===== config.mk =====
export PLATFORM = sky130hd
export DESIGN_NAME = cam_block_capture
export DESIGN_NICKNAME = d
export VERILOG_FILES = /design/src/rtl/cam_pkg.sv /design/src/rtl/cam_sync_edge.sv /design/src/rtl/cam_block_capture.sv
export SDC_FILE = /design/constraint.sdc
export NUM_CORES = 2
export LEC_CHECK = 0
export CORE_MARGIN = 2
export CORE_UTILIZATION = 51
export DETAILED_ROUTE_END_ITERATION = 12
export PLACE_DENSITY = 0.77
export SYNTH_ARGS = -nofsm -noshare
export SYNTH_HDL_FRONTEND = slang
export SYNTH_SLANG_ARGS = --single-unit

===== constraint.sdc =====
create_clock -name pclk -period 5.17 [get_ports pclk]
set_input_delay 1.034 -clock pclk [delete_from_list [all_inputs] [get_ports pclk]]
set_output_delay 1.034 -clock pclk [all_outputs]
set_load 0.005 [all_outputs]

===== src/rtl/cam_pkg.sv =====
// Shared types and elaboration helpers for the DVP block-capture front end.
package cam_pkg;

  typedef enum logic [1:0] {
    ST_IDLE,
    ST_ARMED,
    ST_CAPTURE,
    ST_DONE
  } cam_state_e;

  localparam logic [7:0] DEF_THRESHOLD = 8'd80;

  // floor(log2(v)); exact for the power-of-two block edges used here
  function automatic int cam_log2(input int v);
    int r;
    r = 0;
    for (int i = 1; i < 31; i++) begin
      if ((1 << i) <= v) r = i;
    end
    return r;
  endfunction

  function automatic int cam_acc_w(input int pix_w, input int scale);
    return pix_w + 2 * cam_log2(scale);
  endfunction

endpackage


===== src/rtl/cam_sync_edge.sv =====
// Registers one camera control line and derives same-cycle rise/fall strobes
// by comparing the live input against its registered copy.
module cam_sync_edge (
  input  logic clk,
  input  logic rst_n,
  input  logic sig_i,
  output logic rise_o,
  output logic fall_o
);

  logic sig_q;

  always_ff @(posedge clk or negedge rst_n) begin
    if (!rst_n) sig_q <= 1'b0;
    else        sig_q <= sig_i;
  end

  assign rise_o = sig_i & ~sig_q;
  assign fall_o = ~sig_i & sig_q;

endmodule


===== src/rtl/cam_block_capture.sv =====
// Crops a window from the DVP stream and reduces each SCALE x SCALE block to one
// ink bit. Define CAM_BOXAVG_EN for box averaging; otherwise top-left point sampling.
//
//   state      | meaning
//   IDLE       | waiting for capture_req
//   ARMED      | request accepted, waiting for vsync falling edge
//   CAPTURE    | counting pixels/lines, filling working buffer
//   DONE       | one cycle: done pulse, img_out holds the new bitmap
module cam_block_capture
  import cam_pkg::*;
#(
  parameter int IMG_W = 28,
  parameter int IMG_H = 28,
  parameter int SCALE = 8,
  parameter int X_OFF = 48,
  parameter int Y_OFF = 8,
  parameter int PIX_W = 8,
  parameter int CNT_W = 11
) (
  input  logic                   pclk,
  input  logic                   rst_n,
  input  logic                   vsync,
  input  logic                   href,
  input  logic [PIX_W-1:0]       d_in,
  input  logic                   capture_req,
  input  logic [PIX_W-1:0]       threshold,
  output logic                   busy,
  output logic                   done,
  output logic                   frame_err,
  output logic [IMG_W*IMG_H-1:0] img_out
);

  localparam int NPIX  = IMG_W * IMG_H;
  localparam int SH    = cam_log2(SCALE);
  localparam int IDX_W = (NPIX > 1) ? $clog2(NPIX) : 1;
  localparam int X_END = X_OFF + IMG_W * SCALE;
  localparam int Y_END = Y_OFF + IMG_H * SCALE;
  localparam logic [CNT_W-1:0] X_LO  = CNT_W'(X_OFF);
  localparam logic [CNT_W-1:0] Y_LO  = CNT_W'(Y_OFF);
  localparam logic [CNT_W-1:0] LMASK = CNT_W'(SCALE - 1);

  cam_state_e state_q, state_d;

  logic vsync_rise, vsync_fall, href_rise, href_fall;
  logic unused_strobes;

  cam_sync_edge u_vsync_edge (
    .clk    (pclk),
    .rst_n  (rst_n),
    .sig_i  (vsync),
    .rise_o (vsync_rise),
    .fall_o (vsync_fall)
  );

  cam_sync_edge u_href_edge (
    .clk    (pclk),
    .rst_n  (rst_n),
    .sig_i  (href),
    .rise_o (href_rise),
    .fall_o (href_fall)
  );

  assign unused_strobes = vsync_rise ^ href_rise;

  logic [CNT_W-1:0] x_q, x_d, y_q, y_d;
  logic [PIX_W-1:0] thr_q, thr_d;
  logic [NPIX-1:0]  buf_q, buf_d, img_q, img_d;

  logic [CNT_W-1:0] x_rel, y_rel, col, row, lx, ly;
  logic [IDX_W-1:0] idx;
  logic             in_win, first_px, last_line;

  assign x_rel     = x_q - X_LO;
  assign y_rel     = y_q - Y_LO;
  assign col       = x_rel >> SH;
  assign row       = y_rel >> SH;
  assign lx        = x_rel & LMASK;
  assign ly        = y_rel & LMASK;
  assign idx       = IDX_W'(int'(row) * IMG_W + int'(col));
  assign in_win    = (int'(x_q) >= X_OFF) && (int'(x_q) < X_END) &&
                     (int'(y_q) >= Y_OFF) && (int'(y_q) < Y_END);
  assign first_px  = (lx == '0) && (ly == '0);
  assign last_line = (int'(y_q) == Y_END - 1);

`ifdef CAM_BOXAVG_EN
  localparam int ACC_W = cam_acc_w(PIX_W, SCALE);
  localparam int COL_W = (IMG_W > 1) ? $clog2(IMG_W) : 1;

  logic [ACC_W-1:0] acc_q [IMG_W];
  logic [ACC_W-1:0] acc_d [IMG_W];
  logic [ACC_W-1:0] sum;
  logic [PIX_W-1:0] avg;
  logic [COL_W-1:0] col_a;
  logic             last_px;

  assign col_a   = COL_W'(col);
  assign last_px = (lx == LMASK) && (ly == LMASK);
`endif

  // FSM: state register
  always_ff @(posedge pclk or negedge rst_n) begin
    if (!rst_n) state_q <= ST_IDLE;
    else        state_q <= state_d;
  end

  // FSM: next state; vsync in CAPTURE overrides a coincident href fall
  always_comb begin
    state_d = state_q;
    case (state_q)
      ST_IDLE:    if (capture_req) state_d = ST_ARMED;
      ST_ARMED:   if (vsync_fall)  state_d = ST_CAPTURE;
      ST_CAPTURE: begin
        if (vsync)                       state_d = ST_ARMED;
        else if (href_fall && last_line) state_d = ST_DONE;
      end
      ST_DONE:    state_d = ST_IDLE;
      default:    state_d = ST_IDLE;
    endcase
  end

  // FSM: outputs
  always_comb begin
    busy      = (state_q != ST_IDLE);
    done      = (state_q == ST_DONE);
    frame_err = (state_q == ST_CAPTURE) && vsync;
  end

  // Datapath next state
  always_comb begin
    x_d   = x_q;
    y_d   = y_q;
    thr_d = thr_q;
    buf_d = buf_q;
    img_d = img_q;
`ifdef CAM_BOXAVG_EN
    acc_d = acc_q;
    sum   = '0;
    avg   = '0;
`endif
    case (state_q)
      ST_ARMED: begin
        if (vsync_fall) begin
          x_d   = '0;
          y_d   = '0;
          thr_d = threshold;
          buf_d = '0;
`ifdef CAM_BOXAVG_EN
          for (int i = 0; i < IMG_W; i++) acc_d[i] = '0;
`endif
        end
      end
      ST_CAPTURE: begin
        if (!vsync) begin
          if (href) begin
            x_d = x_q + 1'b1;
            if (in_win) begin
`ifdef CAM_BOXAVG_EN
              // restarting on the block's first pixel drops leftovers of short lines
              sum = (first_px ? '0 : acc_q[col_a]) + ACC_W'(d_in);
              if (last_px) begin
                avg          = PIX_W'(sum >> (2 * SH));
                buf_d[idx]   = (avg < thr_q);
                acc_d[col_a] = '0;
              end else begin
                acc_d[col_a] = sum;
              end
`else
              if (first_px) buf_d[idx] = (d_in < thr_q);
`endif
            end
          end else if (href_fall) begin
            x_d = '0;
            y_d = y_q + 1'b1;
            if (last_line) img_d = buf_q;
          end
        end
      end
      default: ;
    endcase
  end

  always_ff @(posedge pclk or negedge rst_n) begin
    if (!rst_n) begin
      x_q   <= '0;
      y_q   <= '0;
      thr_q <= PIX_W'(DEF_THRESHOLD);
      buf_q <= '0;
      img_q <= '0;
`ifdef CAM_BOXAVG_EN
      for (int i = 0; i < IMG_W; i++) acc_q[i] <= '0;
`endif
    end else begin
      x_q   <= x_d;
      y_q   <= y_d;
      thr_q <= thr_d;
      buf_q <= buf_d;
      img_q <= img_d;
`ifdef CAM_BOXAVG_EN
      for (int i = 0; i < IMG_W; i++) acc_q[i] <= acc_d[i];
`endif
    end
  end

  assign img_out = img_q;

endmodule


==> results.json <==
{
  "cts-root-buf": "clkbuf_16",
  "final_layout_size_suffix_gt1_share_pct": 7.806,
  "seqCellArea_mm2": 0.04009,
  "cts_sinks": 1602,
  "dr.pass1.iters": 8,
  "wl_um": 247900,
  "rsz0062_at_grt": "false",
  "drtAntennaViolNets": 0,
  "synthArstFlopShare_pct": 100.0,
  "multiInputGateArea_mm2": 0.02572,
  "worst-endpoint-required_ns": 5.90,
  "syn_area_per_cell_um2": 9.402,
  "setup_tns_ns": 0,
  "portBuffers": 807,
  "finalMaxSlewViolations": 0,
  "finalHoldViolCount": 0,
  "yosys-top-cells-area": "dfrtp_1, nand2_1, o211ai_1, o21ai_0, clkbuf_1",
  "grt_pass1_vias": 60640,
  "vias": 60790,
  "fin_ws_ns": 0.2169,
  "rows": 134,
  "drc": 0,
  "dpl_cell_area_mm2": 0.07913,
  "die_area_mm2": 0.1366,
  "wl_per_cell_um": 25.46,
  "ys_seq_elements": 1602,
  "maxCapViolations": 0,
  "core_mm2": 0.1331,
  "grt.overflow.total": 0,
  "grt_pass1_wl_um": 373400,
  "tightest_slew_ns": 1.224,
  "clock_latency_ns": 0.84,
  "path_class": "flip-flop to flip-flop",
  "crit_fanout": 26,
  "start_util_pct": 51.21,
  "syn_area_mm2": 0.06817,
  "yosysUniqueCellTypes": 62,
  "fin_util_pct": 63.82,
  "fin_skew_ns": 0.05423,
  "cp-start-kind": "flip-flop",
  "synth_top_area_cell": "dfrtp_1",
  "drt_iter0_markers": 7812,
  "dp_slack_ns": 0.1054,
  "end_kind": "flip-flop",
  "cts.clk_slew.worst_paths_ns": 0.06,
  "io_pins": 808,
  "finalCritPeriodShare_pct": 95.81,
  "arrival_ns": 5.68,
  "power_density_mw_per_mm2": 323.2,
  "gp_congestion": 0.9199,
  "hold_path_class": "input port to async pin",
  "p_leak_nw": 39.40,
  "die_h_um": 369.6,
  "syn_to_final_growth_pct": 24.63,
  "final_cell_area_mm2": 0.08496,
  "synth_edf_count": 0,
  "vdd_drop_max_mv": 0.3187,
  "h-tree-depth": 4,
  "synth_cells": 7251,
  "ys_warn_count": 0,
  "fmax_mhz": 201.9,
  "antenna_found_initial": 3,
  "synth_ff_type": "dfrtp_1",
  "syn_nets": 7307,
  "cts_tree": "yes",
  "ys_seq_area_share_pct": 58.81,
  "die_x_um": 369.6,
  "status": "finished, final reports clean",
  "relSlewSlack_pct": 16.30,
  "fillCellCount": 10510,
  "track_usage_pct": 35.89,
  "ctsHoldBuffers": 0,
  "hpwl_um": 162600,
  "grt_start_max_net_pins": 150,
  "cts_made_buffers": 165,
  "final.min_clock_period_ns": 4.953,
  "clock_tree.buffer_depth": 3,
  "synth_top_area_share_pct": 58.73,
  "vias_per_cell": 6.242,
  "finalSetupViolCount": 0,
  "fin_nets": 7892
}
synth_stat cells (all sizes together), types with 48 or more instances:
master,count
dfrtp,1600
clkbuf,548
o211ai,525
nor3,48
and2,225
nand2,2394
buf,105
nand4,265
o31ai,221
nand3,248
o21ai,795
logic make-up (layout without fill, tap and decap cells):
logic type / after synthesis / in the layout / synth area share, %
xor gates and xnor gates: 43 / 44 / 0.6479
buffers and inverters: 680 / 1396 / 4.102
DFF: 1602 / 1602 / 58.81
other: 0 / 3 / 0
muxes: 1 / 1 / 0.01468
AOI/OAI and AO/OA: 1628 / 1628 / 15.11
and+or+nand+nor: 3262 / 3262 / 20.61
adders and majority gates: 35 / 35 / 0.7084
stage by stage:
| step | hold slack, ns | power (mW) | instances |
|---|---|---|---|
| 6_report | 0.2247 | 27.46 | 9739 |
| 5_1_grt | 0.2453 | 28.16 | 9736 |
| 4_1_cts | 0.2118 | 27.41 | 9725 |
| 3_5_place_dp | 0.4513 | 15.20 | 9426 |
| 3_3_place_gp | 0.4457 | 15.16 | 9426 |
| 2_1_floorplan | 0.4375 | 14.06 | 7251 |
layout make-up:
cell class,instances,area share [%]
flip-flops and latches,1602,47.19
multi-input cells,4970,30.27
well taps,1768,2.604
repair buffers,1070,13.20
clock inverters,68,1.068
clock buffers,231,5.540
diodes,3,0.008836
inverters,27,0.1193
per-layer routing:
metal | track usage [%] | up-vias | routed length (µm)
met1 | 45.31 | 30090 | 90430
met4 | 23.41 | 0 | 18010
met3 | 11.73 | 844 | 29930
met2 | 53.06 | 3791 | 109600
met5 | 0 | - | 0
li1 | - | 26070 | -
timing repair:
action	CTS	global route
buffers inserted	0	10
gates resized for setup	0	24
setup endpoints to repair	0	579
power breakdown:
part	internal [mW]	total [mW]	switching (mW)
registers	12.6	12.6	0.0210
clock network	7.15	12.4	5.22
logic	0.570	2.48	1.91
total	20.3	27.5	7.16
layout by cell type (no fill, tap or decap), types with 34 or more instances in the layout:
cell	Yosys	routed
nand2_1	2394	2392
nand3_1	248	239
clkdlybuf4s50_1	0	806
and2_1	225	224
dfrtp_1	1600	1600
o211ai_1	515	515
o21ai_1	104	105
nand4_1	265	265
o21ai_0	691	690
buf_12	0	90
clkbuf_16	0	165
buf_4	24	166
o31ai_1	221	221
clkinv_2	0	34
sequential cells by signal, indices dropped and copies added, names as in the netlist:
register / cells
buf_q: 784
img_out: 784
state_q: 2
thr_q: 8
u_href_edge.sig_q: 1
u_vsync_edge.sig_q: 1
x_q: 11
y_q: 11
worst paths after layout:
check	start	end	slack, ns	depth (start not counted)
max in group asynchronous	rst_n	buf_q[508]	3.65	2
min reg2reg	buf_q[273]	img_out[273]	0.45	2
max reg2reg	y_q[4]	buf_q[213]	0.22	20
max	y_q[4]	buf_q[213]	0.22	20
min in group pclk	buf_q[273]	img_out[273]	0.45	2
min	rst_n	img_out[293]	0.22	1
critical path, cell delays in order, from the launching register on:
cell	delay [ns]
dfrtp_1	0.43
inv_2	0.11
ha_1	0.22
nor2b_1	0.14
xnor2_1	0.15
fa_1	0.56
inv_1	0.06
ha_1	0.31
a31o_2	0.25
a21oi_1	0.21
xnor2_1	0.14
ha_1	0.26
a21oi_1	0.15
inv_1	0.09
a31oi_4	0.23
xor3_4	0.45
buf_12	0.17
nor2_4	0.16
buf_12	0.22
nand3_1	0.26
o21ai_0	0.25
Power figures use the tool's default switching activity.
